`src/rtl/alu_pkg.sv`:
```
// alu_pkg: opcodes, legality check, FSM states and flag bit indices shared by the ALU arbiter
package alu_pkg;
  localparam logic [3:0] IADD = 4'b0000;
  localparam logic [3:0] ISUB = 4'b0001;
  localparam logic [3:0] IAND = 4'b0010;
  localparam logic [3:0] IOR  = 4'b0011;
  localparam logic [3:0] IXOR = 4'b0100;
  localparam logic [3:0] ISLL = 4'b1000;
  localparam logic [3:0] ISLR = 4'b1001;
  localparam logic [3:0] ISRL = 4'b1010;
  localparam logic [3:0] ISRA = 4'b1011;
  localparam logic [3:0] INON = 4'b1111;
  localparam int FS = 3;
  localparam int FZ = 2;
  localparam int FC = 1;
  localparam int FV = 0;
  typedef enum logic [1:0] {IDLE, EXEC, RESP} state_e;
  function automatic logic is_legal(input logic [3:0] op);
    return op inside {IADD, ISUB, IAND, IOR, IXOR, ISLL, ISLR, ISRL, ISRA, INON};
  endfunction
endpackage

```
`src/rtl/rr_arb2.sv`:
```
// rr_arb2: two-way round-robin grant; last_q remembers the previous winner (resets to 1 so port 0 wins the first tie)
// ports: req_i requests, en_i grant enable, gnt_o one-hot grant, id_o index of the winner
module rr_arb2 (
  input  logic       clk,
  input  logic       rst_n,
  input  logic [1:0] req_i,
  input  logic       en_i,
  output logic [1:0] gnt_o,
  output logic       id_o
);
  logic last_q, last_d;
  assign id_o  = &req_i ? ~last_q : req_i[1];
  assign gnt_o = (en_i && |req_i) ? (id_o ? 2'b10 : 2'b01) : 2'b00;
  assign last_d = |gnt_o ? id_o : last_q;
  always_ff @(posedge clk or negedge rst_n)
    if (!rst_n) last_q <= 1'b1;
    else last_q <= last_d;
endmodule

```
`src/rtl/alu_arbiter.sv`:
```
// alu_arbiter: shares one stateless 16-bit ALU between two requesters, keeping per-requester SZCV flags
// ports: req0_*/req1_* valid/ready request channels, alu_* to/from the external ALU,
//        rsp_* registered response channel tagged with requester id, flags0_o/flags1_o flag registers
module alu_arbiter
  import alu_pkg::*;
(
  input  logic        clk,
  input  logic        rst_n,
  input  logic        req0_valid_i,
  output logic        req0_ready_o,
  input  logic [15:0] req0_a_i,
  input  logic [15:0] req0_b_i,
  input  logic [3:0]  req0_op_i,
  input  logic        req1_valid_i,
  output logic        req1_ready_o,
  input  logic [15:0] req1_a_i,
  input  logic [15:0] req1_b_i,
  input  logic [3:0]  req1_op_i,
  output logic [15:0] alu_a_o,
  output logic [15:0] alu_b_o,
  output logic [3:0]  alu_s_o,
  input  logic [15:0] alu_result_i,
  input  logic [3:0]  alu_flags_i,
  output logic        rsp_valid_o,
  input  logic        rsp_ready_i,
  output logic        rsp_id_o,
  output logic [15:0] rsp_data_o,
  output logic [3:0]  rsp_flags_o,
  output logic        rsp_err_o,
  output logic [3:0]  flags0_o,
  output logic [3:0]  flags1_o
);
  state_e state_q, state_d;
  logic [1:0] gnt;
  logic gnt_id, id_q, legal, upd, rsp_id_q, rsp_err_q;
  logic [15:0] a_q, b_q, rsp_data_q;
  logic [3:0] op_q, rsp_flags_q, new_flags;
  logic [1:0][3:0] flags_q;
  // gating with rst_n keeps READY low while reset is held even if a request is present
  rr_arb2 u_arb (
    .clk   (clk),
    .rst_n (rst_n),
    .req_i ({req1_valid_i, req0_valid_i}),
    .en_i  (state_q == IDLE && rst_n),
    .gnt_o (gnt),
    .id_o  (gnt_id)
  );
  assign req0_ready_o = gnt[0];
  assign req1_ready_o = gnt[1];
  assign legal = is_legal(op_q);
  assign upd = legal && op_q != INON;
  assign new_flags = upd ? alu_flags_i : flags_q[id_q];
  assign alu_a_o = a_q;
  assign alu_b_o = b_q;
  assign alu_s_o = (state_q == EXEC && legal) ? op_q : INON;
  assign rsp_valid_o = state_q == RESP;
  assign rsp_id_o = rsp_id_q;
  assign rsp_data_o = rsp_data_q;
  assign rsp_flags_o = rsp_flags_q;
  assign rsp_err_o = rsp_err_q;
  assign flags0_o = flags_q[0];
  assign flags1_o = flags_q[1];
  always_comb begin
    state_d = state_q;
    state_d = state_q == IDLE ? (|gnt ? EXEC : IDLE) :
              state_q == EXEC ? RESP :
              (rsp_ready_i ? IDLE : RESP);
  end
  always_ff @(posedge clk or negedge rst_n)
    if (!rst_n) begin
      state_q <= IDLE;
      a_q <= '0;
      b_q <= '0;
      op_q <= INON;
      id_q <= 1'b0;
      flags_q <= '0;
      rsp_id_q <= 1'b0;
      rsp_data_q <= '0;
      rsp_flags_q <= '0;
      rsp_err_q <= 1'b0;
    end else begin
      state_q <= state_d;
      if (|gnt) begin
        a_q <= gnt_id ? req1_a_i : req0_a_i;
        b_q <= gnt_id ? req1_b_i : req0_b_i;
        op_q <= gnt_id ? req1_op_i : req0_op_i;
        id_q <= gnt_id;
      end
      if (state_q == EXEC) begin
        flags_q[id_q] <= new_flags;
        rsp_id_q <= id_q;
        rsp_data_q <= upd ? alu_result_i : '0;
        rsp_flags_q <= new_flags;
        rsp_err_q <= !legal;
      end
    end
endmodule

```
`config.mk`:
```
export PLATFORM = sky130hd
export DESIGN_NAME = alu_arbiter
export DESIGN_NICKNAME = d
export VERILOG_FILES = /design/src/rtl/alu_pkg.sv /design/src/rtl/rr_arb2.sv /design/src/rtl/alu_arbiter.sv
export SDC_FILE = /design/constraint.sdc
export NUM_CORES = 1
export LEC_CHECK = 0
export ABC_CLOCK_PERIOD_IN_PS = 1650
export CAP_MARGIN = 10
export CORE_ASPECT_RATIO = 1.75
export CORE_MARGIN = 2
export CORE_UTILIZATION = 35
export DETAILED_ROUTE_END_ITERATION = 8
export PLACE_DENSITY = 0.85
export SYNTH_ARGS = -nofsm -noshare
export SYNTH_HDL_FRONTEND = slang
export SYNTH_HIERARCHICAL = 1
export SYNTH_SLANG_ARGS = --single-unit
```
`constraint.sdc`:
```
create_clock -name clk -period 1.65 [get_ports clk]
set_input_delay 0.33 -clock clk [delete_from_list [all_inputs] [get_ports clk]]
set_output_delay 0.33 -clock clk [all_outputs]
set_load 0.02 [all_outputs]
```
# [Word level (Yosys, flattened, before mapping)]
# Cells that the tools add are included.
[word_totals] regBits=70 word_cells=57 output_inout_bits=69 inputBits=97
[classes] n_reduce_logical=12 n_bitwise=1 n_lt_le_gt_ge=2 muxes=18 eq_ne=12
[ops] op="2-to-1 mux 16 bit" count=3
[ops] op="2-to-1 mux 4 bit" count=6
[ops] op="== test 4 bit (second input constant)" count=5
[ops] op="2-to-1 mux 2 bit" count=5
[ops] op="nonzero test 10 bit" count=1
[ops] op="bitwise mux 8 bit" count=1
[ops] op="== test 4 x 2 -> 1 bit (second input constant)" count=2
[ops] op="logical AND 1 bit" count=5
[ops] op="demux 4 bit (select 1 bit)" count=1
[ops] op="== test 4 x 1 -> 1 bit (second input constant)" count=1
[ops] op="== test 4 x 3 -> 1 bit (second input constant)" count=1
[ops] op="zero test 4 bit" count=1
[ops] op="inequality test 4 bit (second input constant)" count=1
[ops] op="OR reduction 2 bit" count=2
[ops] op="== test 2 x 1 -> 1 bit (second input constant)" count=1
[ops] op="== test 2 bit (second input constant)" count=1
[ops] op="zero test 2 bit" count=1
[ops] op="< comparator 1 x 2 -> 1 bit (second input constant)" count=1
[ops] op="2-to-1 mux 1 bit" count=2
[ops] op="AND reduction 2 bit" count=1
[ops] op=">= comparator 1 bit (second input constant)" count=1
[ops] op="zero test 1 bit" count=1
[ops] op="inverter 1 bit" count=1

# [Longest topological paths before layout]
# Gate-level depths: netlist of run 1.
[depth] ltp_word=7 depth_mapped=9 depth_no_buf=7

# [By module]
# The synthesis of run 1 kept the hierarchy.
[by_module_without_submodules] module="alu_arbiter" cells_per_inst=264 area_per_inst_um2=3017.9 n_inst=1 seq_area_each_um2=1731.7
[by_module_without_submodules] module="rr_arb2" cells_per_inst=7 area_per_inst_um2=66.3 n_inst=1 seq_area_each_um2=26.3

# [Worst setup path after synthesis of run 1]
# No wires, ideal clock.
[synth_path] kind="register to register" start="register state_q[1]" end="register a_q[0], in the netlist alu_a_o[0]" required_time_ns=1.573 period_less_slack_ns=2.052 path_stages_with_launch=10 t_arrival_ns=1.975 slack_ns=-0.402 setup_time_ns=0.077 path_buffers=2 cell_sequence="dfrtp_1 nor2_1 and2_1 nand2_1 nor2_1 or2_2 clkbuf_1 clkbuf_1 nor2_1 a21oi_1"
[synth_via] elab_chain_cells=5
[synth_lines] item="from (decl)" line_no="alu_arbiter.sv:33" source="state_e state_q, state_d;"
[synth_lines] item="from (signal assigned)" line_no="alu_arbiter.sv:82" source="state_q <= state_d;"
[synth_lines] item="zero test 2 bit" line_no="alu_arbiter.sv:44" source=".en_i (state_q == IDLE && rst_n),"
[synth_lines] item="logical AND 1 bit" line_no="alu_arbiter.sv:44"
[synth_lines] item="logical AND 1 bit" line_no="rr_arb2.sv:13" source="assign gnt_o = (en_i && |req_i) ? (id_o ? 2'b10 : 2'b01) : 2'b00;"
[synth_lines] item="2-to-1 mux 2 bit" line_no="rr_arb2.sv:13"
[synth_lines] item="via req0_ready_o" line_no="alu_arbiter.sv:10" source="output logic req0_ready_o,"
[synth_lines] item="OR reduction 2 bit" line_no="alu_arbiter.sv:83" source="if (|gnt) begin"
[synth_lines] item="to (signal assigned)" line_no="alu_arbiter.sv:84" source="a_q <= gnt_id ? req1_a_i : req0_a_i;"
[synth_lines] item="to (decl)" line_no="alu_arbiter.sv:36" source="logic [15:0] a_q, b_q, rsp_data_q;"
# The timed path passes the listed nets, and every way through them passes these cells.
# A chain may end at the register's enable or synchronous reset.

# [Final worst setup path of run 1]
[layout_path] start="register op_q[1]" end="output alu_s_o[3]"
[layout_via] elab_chain_cells=4 word_cells_on_any_way=13 classes_between="9 x eq/ne; 1 x mux; 3 x reduce/logical"
[layout_lines] item="from (decl)" line_no="alu_arbiter.sv:37" source="logic [3:0] op_q, rsp_flags_q, new_flags;"
[layout_lines] item="from (signal assigned)" line_no="alu_arbiter.sv:86" source="op_q <= gnt_id ? req1_op_i : req0_op_i;"
[layout_lines] item="== test 4 x 1 -> 1 bit (tied with other cells)" line_no="alu_pkg.sv:19" source="return op inside {IADD, ISUB, IAND, IOR, IXOR, ISLL, ISLR, ISRL, ISRA, INON};"
[layout_lines] item="nonzero test 10 bit (*)" line_no="alu_pkg.sv:19"
[layout_lines] item="logical AND 1 bit (*)" line_no="alu_arbiter.sv:55" source="assign alu_s_o = (state_q == EXEC && legal) ? op_q : INON;"
[layout_lines] item="2-to-1 mux 4 bit (*)" line_no="alu_arbiter.sv:55"
[layout_lines] item="to (decl)" line_no="alu_arbiter.sv:21" source="output logic [3:0] alu_s_o,"
# Every way passes the cells marked *; elsewhere a longest branch is shown, timed or not.

==> flow_summary.ini, run 1 <==
[outcome]
result_of_the_run = finished, violations left
violations_in_the_final_reports = negative setup slack

[yosys]
synthArstFlopShare = 1.00
netlist_instances = 271
ys_dominant_reg_cell = sky130_fd_sc_hd__dfrtp_1
postSynthNetCount = 368
synth_enable_flop_cells = 0
synthMostInstantiatedCell = sky130_fd_sc_hd__dfrtp_1
synthesized_area_per_cell_um2 = 11.4
netlist.area_leader.share = 0.527
mappedNetlistArea_um2 = 3080
post_synth_num_cell_types = 25
synth.top_cells.by_count = sky130_fd_sc_hd__dfrtp_1, sky130_fd_sc_hd__nor2_1, sky130_fd_sc_hd__a21oi_1, sky130_fd_sc_hd__mux2i_1, sky130_fd_sc_hd__a22o_1
postSynthRegisterBits = 70
yosysWarnings = 6
sequential_fraction_of_the_synthesis_area = 0.570
cell_types_occupying_the_most_area_after_synthesis = sky130_fd_sc_hd__dfrtp_1, sky130_fd_sc_hd__mux2i_1, sky130_fd_sc_hd__a21oi_1
post-synth-top-area-cell = sky130_fd_sc_hd__dfrtp_1

[setup_path]
worst_setup_path_start_kind = register
slowest_delay_ns = 0.37
timing.critical_path.cells = or3_1 -> a31oi_1 -> buf_4 -> nand2b_4 -> buf_6
critical_path.top_delay_family = simple AND/OR/NAND/NOR gates
cp.arrival_ns = 1.60
path_buf_inv = 2
worst_ep_required_time_ns = 1.32
cpMaxStageDelayCell = sky130_fd_sc_hd__dfstp_2
timing_worst_setup_path_type = register to primary output
critPathMaxFanout = 4
endpoint_kind = primary output

[clocking]
cts_clk_pin_slew_worst_paths_ns = 0.06
cts_root_buffer = sky130_fd_sc_hd__clkbuf_16
tritoncts_clock_tree = done
post_cts_hold_buffer_count = 0
cts_buffer_depth = 2
numCtsBuffers = 9
htree_levels = 3
clock_latency_ns = 0.33
numClockSinks = 70

[timing]
grt_setup_unrepaired = true
min_period_over_period = 1.17
worst_clock_skew_ns = 0.00841
max_clock_freq_ghz = 0.517
slew-limit-headroom = 0.422
max_slew.worst_pin.slew_ns = 0.867
period_minus_slack_ns = 1.93
worst_slack_ns = -0.283
final_hold_viol_count = 0
report.final.setup_viol = 8
timing.setup.tns_ns = -0.889
drv_slew = 0

[route]
dr_total_vias = 2811
drt-pass1-iter-count = 4
wl_per_cell_um = 16.1
route.final.wire_length_um = 9290
remaining_drc_errors = 0
detail_route.vias_per_cell = 4.86
drtAntennaViolNets = 0
drt-initial-drc-count = 86

[die]
start_util = 0.358
die_h_um = 128
die-area_um2 = 9610
i_o_pin_cnt = 166
fp.dieW_um = 75.0
row_count = 45
core-area_um2 = 8610

[global_route]
globalRouteOverflowTotal = 0
grt_antenna_before_repair = 0
grt_start_max_net_pins = 71
grt_first_pass_wirelength_um = 13900
first_global_vias = 2939
grt_usage = 0.191

[placed_design]
gpl.final_weighted_congestion = 0.764
dp_hpwl_um = 6480
port-buffer-count = 165

[cells_and_area]
finish.utilization = 0.649
insertedDiodeCount = 0
areaGrowthSynthToFinish_pct = 81.3
finish.net_count = 553
share_of_final_layout_standard_cells_stronger_than_drive_strength_1 = 0.197
fillers = 654

[min_path]
min_path_type = input pin to async pin

[power]
totalPowerFinal_mw = 10.3
p_leak_nw = 2.71
ir_worst_vdd_mv = 0.977
power_density_nw_per_um2 = 1840

[flow_run]
max_cap_violations = 0
registers in the layout (all words and copies together) (netlist names):
signal / count
alu_a_o: 16
alu_b_o: 16
flags1_o: 4
op_q: 4
rsp_err_o: 1
id_q: 1
state_q: 2
u_arb/last_q: 1
rsp_id_o: 1
rsp_flags_o: 4
rsp_data_o: 16
flags0_o: 4
routing by layer:
layer | vias up | wire (µm) | part of all wire | global-route usage
li1 | 1325 | - | - | -
met1 | 1358 | 3220 | 0.35 | 0.201
met2 | 110 | 5290 | 0.57 | 0.340
met3 | 18 | 568 | 0.061 | 0.0511
met4 | 0 | 214 | 0.023 | 0.0872
met5 | - | 0 | 0 | 0
area by class of cell:
cell class | instances | area (µm²) | area share
well taps | 117 | 146 | 0.0262
clock buffers | 9 | 225 | 0.0403
flip-flops and latches | 70 | 1760 | 0.314
multi-input cells | 184 | 1380 | 0.246
repair buffers | 191 | 1990 | 0.356
clock inverters | 7 | 95.1 | 0.0170
metrics by stage:
step / instances / instance area [µm²] / worst slack, ns / hold WS (ns)
6_report: 578 / 5590 / -0.283 / 0.224
5_1_grt: 578 / 5590 / -0.372 / 0.297
4_1_cts: 576 / 5410 / -0.282 / 0.246
3_5_place_dp: 556 / 5020 / -0.433 / 0.466
3_3_place_gp: 556 / 5020 / -0.399 / 0.461
2_1_floorplan: 271 / 3120 / 0.0151 / 0.0344
power by group:
part / leakage [nW] / internal (mW) / total (mW) / switching (mW)
Clock: 0.156 / 1.33 / 2.08 / 0.753
Sequential: 0.824 / 2.61 / 3.11 / 0.508
Combinational: 1.73 / 2.53 / 5.12 / 2.58
Total: 2.71 / 6.47 / 10.3 / 3.84
repair_timing:
item / CTS / global route
resized for setup: 64 / 50
cloned: 1 / 1
pin swaps: 4 / 6
setup endpoints to repair: 36 / 91
setup buffers: 3 / 3
logic make-up after synthesis:
group | Yosys count | share of synthesized area
compound gates | 66 | 0.146
buf+inv | 17 | 0.0243
flops | 70 | 0.570
mux | 45 | 0.150
simple gates | 73 | 0.110
layout by cell type, fill, tap and decap left out, types with 2 or more instances in the layout:
master / synthesis / layout
sky130_fd_sc_hd__a211oi_1: 4 / 4
sky130_fd_sc_hd__a21oi_1: 37 / 31
sky130_fd_sc_hd__a21oi_2: 0 / 5
sky130_fd_sc_hd__a22o_1: 17 / 17
sky130_fd_sc_hd__and2_4: 0 / 2
sky130_fd_sc_hd__buf_12: 0 / 4
sky130_fd_sc_hd__buf_4: 1 / 22
sky130_fd_sc_hd__buf_6: 0 / 5
sky130_fd_sc_hd__bufinv_16: 0 / 2
sky130_fd_sc_hd__clkbuf_16: 0 / 10
sky130_fd_sc_hd__clkdlybuf4s50_1: 0 / 108
sky130_fd_sc_hd__clkinv_2: 0 / 2
sky130_fd_sc_hd__dfrtp_1: 65 / 65
sky130_fd_sc_hd__dfstp_2: 5 / 5
sky130_fd_sc_hd__dlygate4sd2_1: 0 / 17
sky130_fd_sc_hd__dlymetal6s2s_1: 0 / 32
sky130_fd_sc_hd__inv_6: 0 / 2
sky130_fd_sc_hd__mux2_2: 9 / 4
sky130_fd_sc_hd__mux2_4: 0 / 5
sky130_fd_sc_hd__mux2i_1: 36 / 33
sky130_fd_sc_hd__mux2i_2: 0 / 3
sky130_fd_sc_hd__nand2_1: 8 / 7
sky130_fd_sc_hd__nand2b_1: 5 / 2
sky130_fd_sc_hd__nand2b_4: 0 / 3
sky130_fd_sc_hd__nand3_1: 2 / 2
sky130_fd_sc_hd__nor2_1: 44 / 40
sky130_fd_sc_hd__nor2_2: 0 / 3
sky130_fd_sc_hd__nor2_4: 1 / 2
sky130_fd_sc_hd__nor2b_1: 7 / 5
sky130_fd_sc_hd__nor2b_2: 0 / 2
sky130_fd_sc_hd__o31ai_1: 4 / 4
final timing paths:
path | from | to | slack [ns] | cells after the start
setup / recovery | op_q[1]$_DFFE_PN1P_ | alu_s_o[3] | -0.28 | 5
hold / removal | rst_n | rsp_data_o[8]$_DFFE_PN0N_ | 0.22 | 2
max in group asynchronous | rst_n | alu_a_o[2]$_DFFE_PN0P_ | 0.87 | 2
min in group clk | rst_n | u_arb/last_q$_DFFE_PN1P_ | 0.40 | 3
setup reg to reg | op_q[1]$_DFFE_PN1P_ | flags0_o[3]$_DFFE_PN0P_ | -0.02 | 4
hold reg to reg | rsp_flags_o[0]$_DFFE_PN0N_ | rsp_flags_o[0]$_DFFE_PN0N_ | 0.47 | 2
Power figures use the tool's default switching activity.
==> inputs of run 2 (changes only) <==
CAP_MARGIN = default   (was 10)
CTS_CLUSTER_DIAMETER = 100   (was default)
==> results of run 2 <==
Final layout, timing and power as in run 1 (identical DEF).
==> inputs of run 3 (changes only) <==
ABC_CLOCK_PERIOD_IN_PS = 2160   (was 1650)
CORE_UTILIZATION = 39   (was 35)
PLACE_DENSITY = 0.89   (was 0.85)
clock period = 2.16 ns   (was 1.65 ns; I/O delays follow)
==> flow_summary.ini, run 3 (synthesis results as in run 1) <==
[placed_design]
place_ws_ns = -0.115
placed_cell_area_um2 = 4870
placed_cells_incl_taps = 518
port-buffer-count = 165
dp_hpwl_um = 6300
gpl.final_weighted_congestion = 0.820

[power]
pwr-share-comb = 0.480
power_switching_mw = 2.77
power.share.switching = 0.364
totalPowerFinal_mw = 7.62
power_density_nw_per_um2 = 1460
p_seq_frac = 0.318
p_leak_nw = 2.21
ir_worst_vdd_mv = 0.746
power.internal_mw = 4.85
clockPowerShare = 0.203

[clocking]
cts_clk_pin_slew_worst_paths_ns = 0.06
htree_levels = 3
tritoncts_clock_tree = done
clock_latency_ns = 0.33
cts_buffer_depth = 2
numClockSinks = 70
post_cts_hold_buffer_count = 0
cts_root_buffer = sky130_fd_sc_hd__clkbuf_16
numCtsBuffers = 9

[timing]
min_period_over_period = 0.975
drv_slew = 0
worst_clock_skew_ns = 0.00530
max_slew.worst_pin.slew_ns = 0.891
timing.setup.tns_ns = 0
final_hold_viol_count = 0
worst_slack_ns = 0.0549
period_minus_slack_ns = 2.11
max_clock_freq_ghz = 0.475
holdWs_ns = 0.309
slew-limit-headroom = 0.406
report.final.setup_viol = 0

[route]
wl_per_cell_um = 16.0
drt-pass1-iter-count = 4
drtAntennaViolNets = 0
remaining_drc_errors = 0
dr_total_vias = 2720
route.final.wire_length_um = 8600
drt-initial-drc-count = 177
detail_route.vias_per_cell = 5.07

[setup_path]
cp.arrival_ns = 1.67
critPathMaxFanout = 4
slowest_delay_ns = 0.38
endpoint_kind = primary output
critical_path.top_delay_family = simple AND/OR/NAND/NOR gates
worst_ep_required_time_ns = 1.73
timing.critical_path.cells = or3_1 -> a31oi_2 -> buf_4 -> nand2b_1 -> buf_6
worst_setup_path_start_kind = register
path_buf_inv = 2
r2r_setup_slack_ns = 0.37
cpMaxStageDelayCell = sky130_fd_sc_hd__dfstp_2
timing_worst_setup_path_type = register to primary output

[cells_and_area]
commonest_non_fill_non_tap_cell_in_the_layout = sky130_fd_sc_hd__clkdlybuf4s50_1
share_of_final_layout_standard_cells_stronger_than_drive_strength_1 = 0.122
finalInstanceArea_um2 = 5210
multiInputGateArea_um2 = 1260
fillers = 568
finish.utilization = 0.683
instances_no_fill = 537
insertedDiodeCount = 0
areaGrowthSynthToFinish_pct = 68.8
leading_cell_types_in_the_layout_fill_and_taps_excluded = sky130_fd_sc_hd__clkdlybuf4s50_1, sky130_fd_sc_hd__dfrtp_1, sky130_fd_sc_hd__nor2_1, sky130_fd_sc_hd__a21oi_1, sky130_fd_sc_hd__mux2i_1
regArea_um2 = 1760
finish.net_count = 541

[die]
die-area_um2 = 8660
fp.dieW_um = 71.2
core-area_um2 = 7620
start_util = 0.405
i_o_pin_cnt = 166
row_count = 42
die_h_um = 122

[global_route]
grt_start_max_net_pins = 71
grt_usage = 0.209
grt_first_pass_wirelength_um = 13900
grt_antenna_before_repair = 0
globalRouteOverflowTotal = 0
first_global_vias = 2873

[min_path]
min_path_type = input pin to async pin

[flow_run]
max_cap_violations = 0

[outcome]
result_of_the_run = finished, final reports clean
-- run 3: repair_timing --
action / 4_1_cts / 5_1_grt
endpoints found under the setup margin: 5 / 4
cloned: 0 / 0
buffers inserted: 1 / 2
pin swaps: 1 / 1
resized for setup: 12 / 8
-- run 3: power groups by stage --
stage | Combinational, mW | Clock (mW) | Sequential [mW]
global placement | 3.56 | 0 | 2.39
finish | 3.66 | 1.54 | 2.42
floorplan | 1.18 | 0 | 3.10
global route | 3.91 | 1.64 | 2.51
CTS | 3.66 | 1.58 | 2.42
detailed placement | 3.64 | 0 | 2.42
-- run 3: final timing paths --
kind / from / to / cells after the start
setup / recovery: op_q[3]$_DFFE_PN1P_ / alu_s_o[1] / 5
hold / removal: rst_n / rsp_data_o[0]$_DFFE_PN0N_ / 2
setup reg to reg: state_q[1]$_DFF_PN0_ / alu_b_o[4]$_DFFE_PN0P_ / 8
hold reg to reg: rsp_flags_o[1]$_DFFE_PN0N_ / rsp_flags_o[1]$_DFFE_PN0N_ / 2
max in group asynchronous: rst_n / alu_a_o[9]$_DFFE_PN0P_ / 2
min in group clk: rsp_flags_o[1]$_DFFE_PN0N_ / rsp_flags_o[1]$_DFFE_PN0N_ / 2
-- run 3: layout make-up --
class,instances,area share
clock buffers,10,0.0440
clock inverters,6,0.0166
multi-input cells,184,0.243
flip-flops and latches,70,0.338
well taps,88,0.0211
repair buffers,179,0.338
-- run 3: metal layers --
layer / vias up / wire, µm / global-route usage
met4: 0 / 287 / 0.0955
met3: 23 / 557 / 0.0637
li1: 1304 / - / -
met2: 125 / 4800 / 0.383
met1: 1268 / 2950 / 0.213
met5: - / 0 / 0
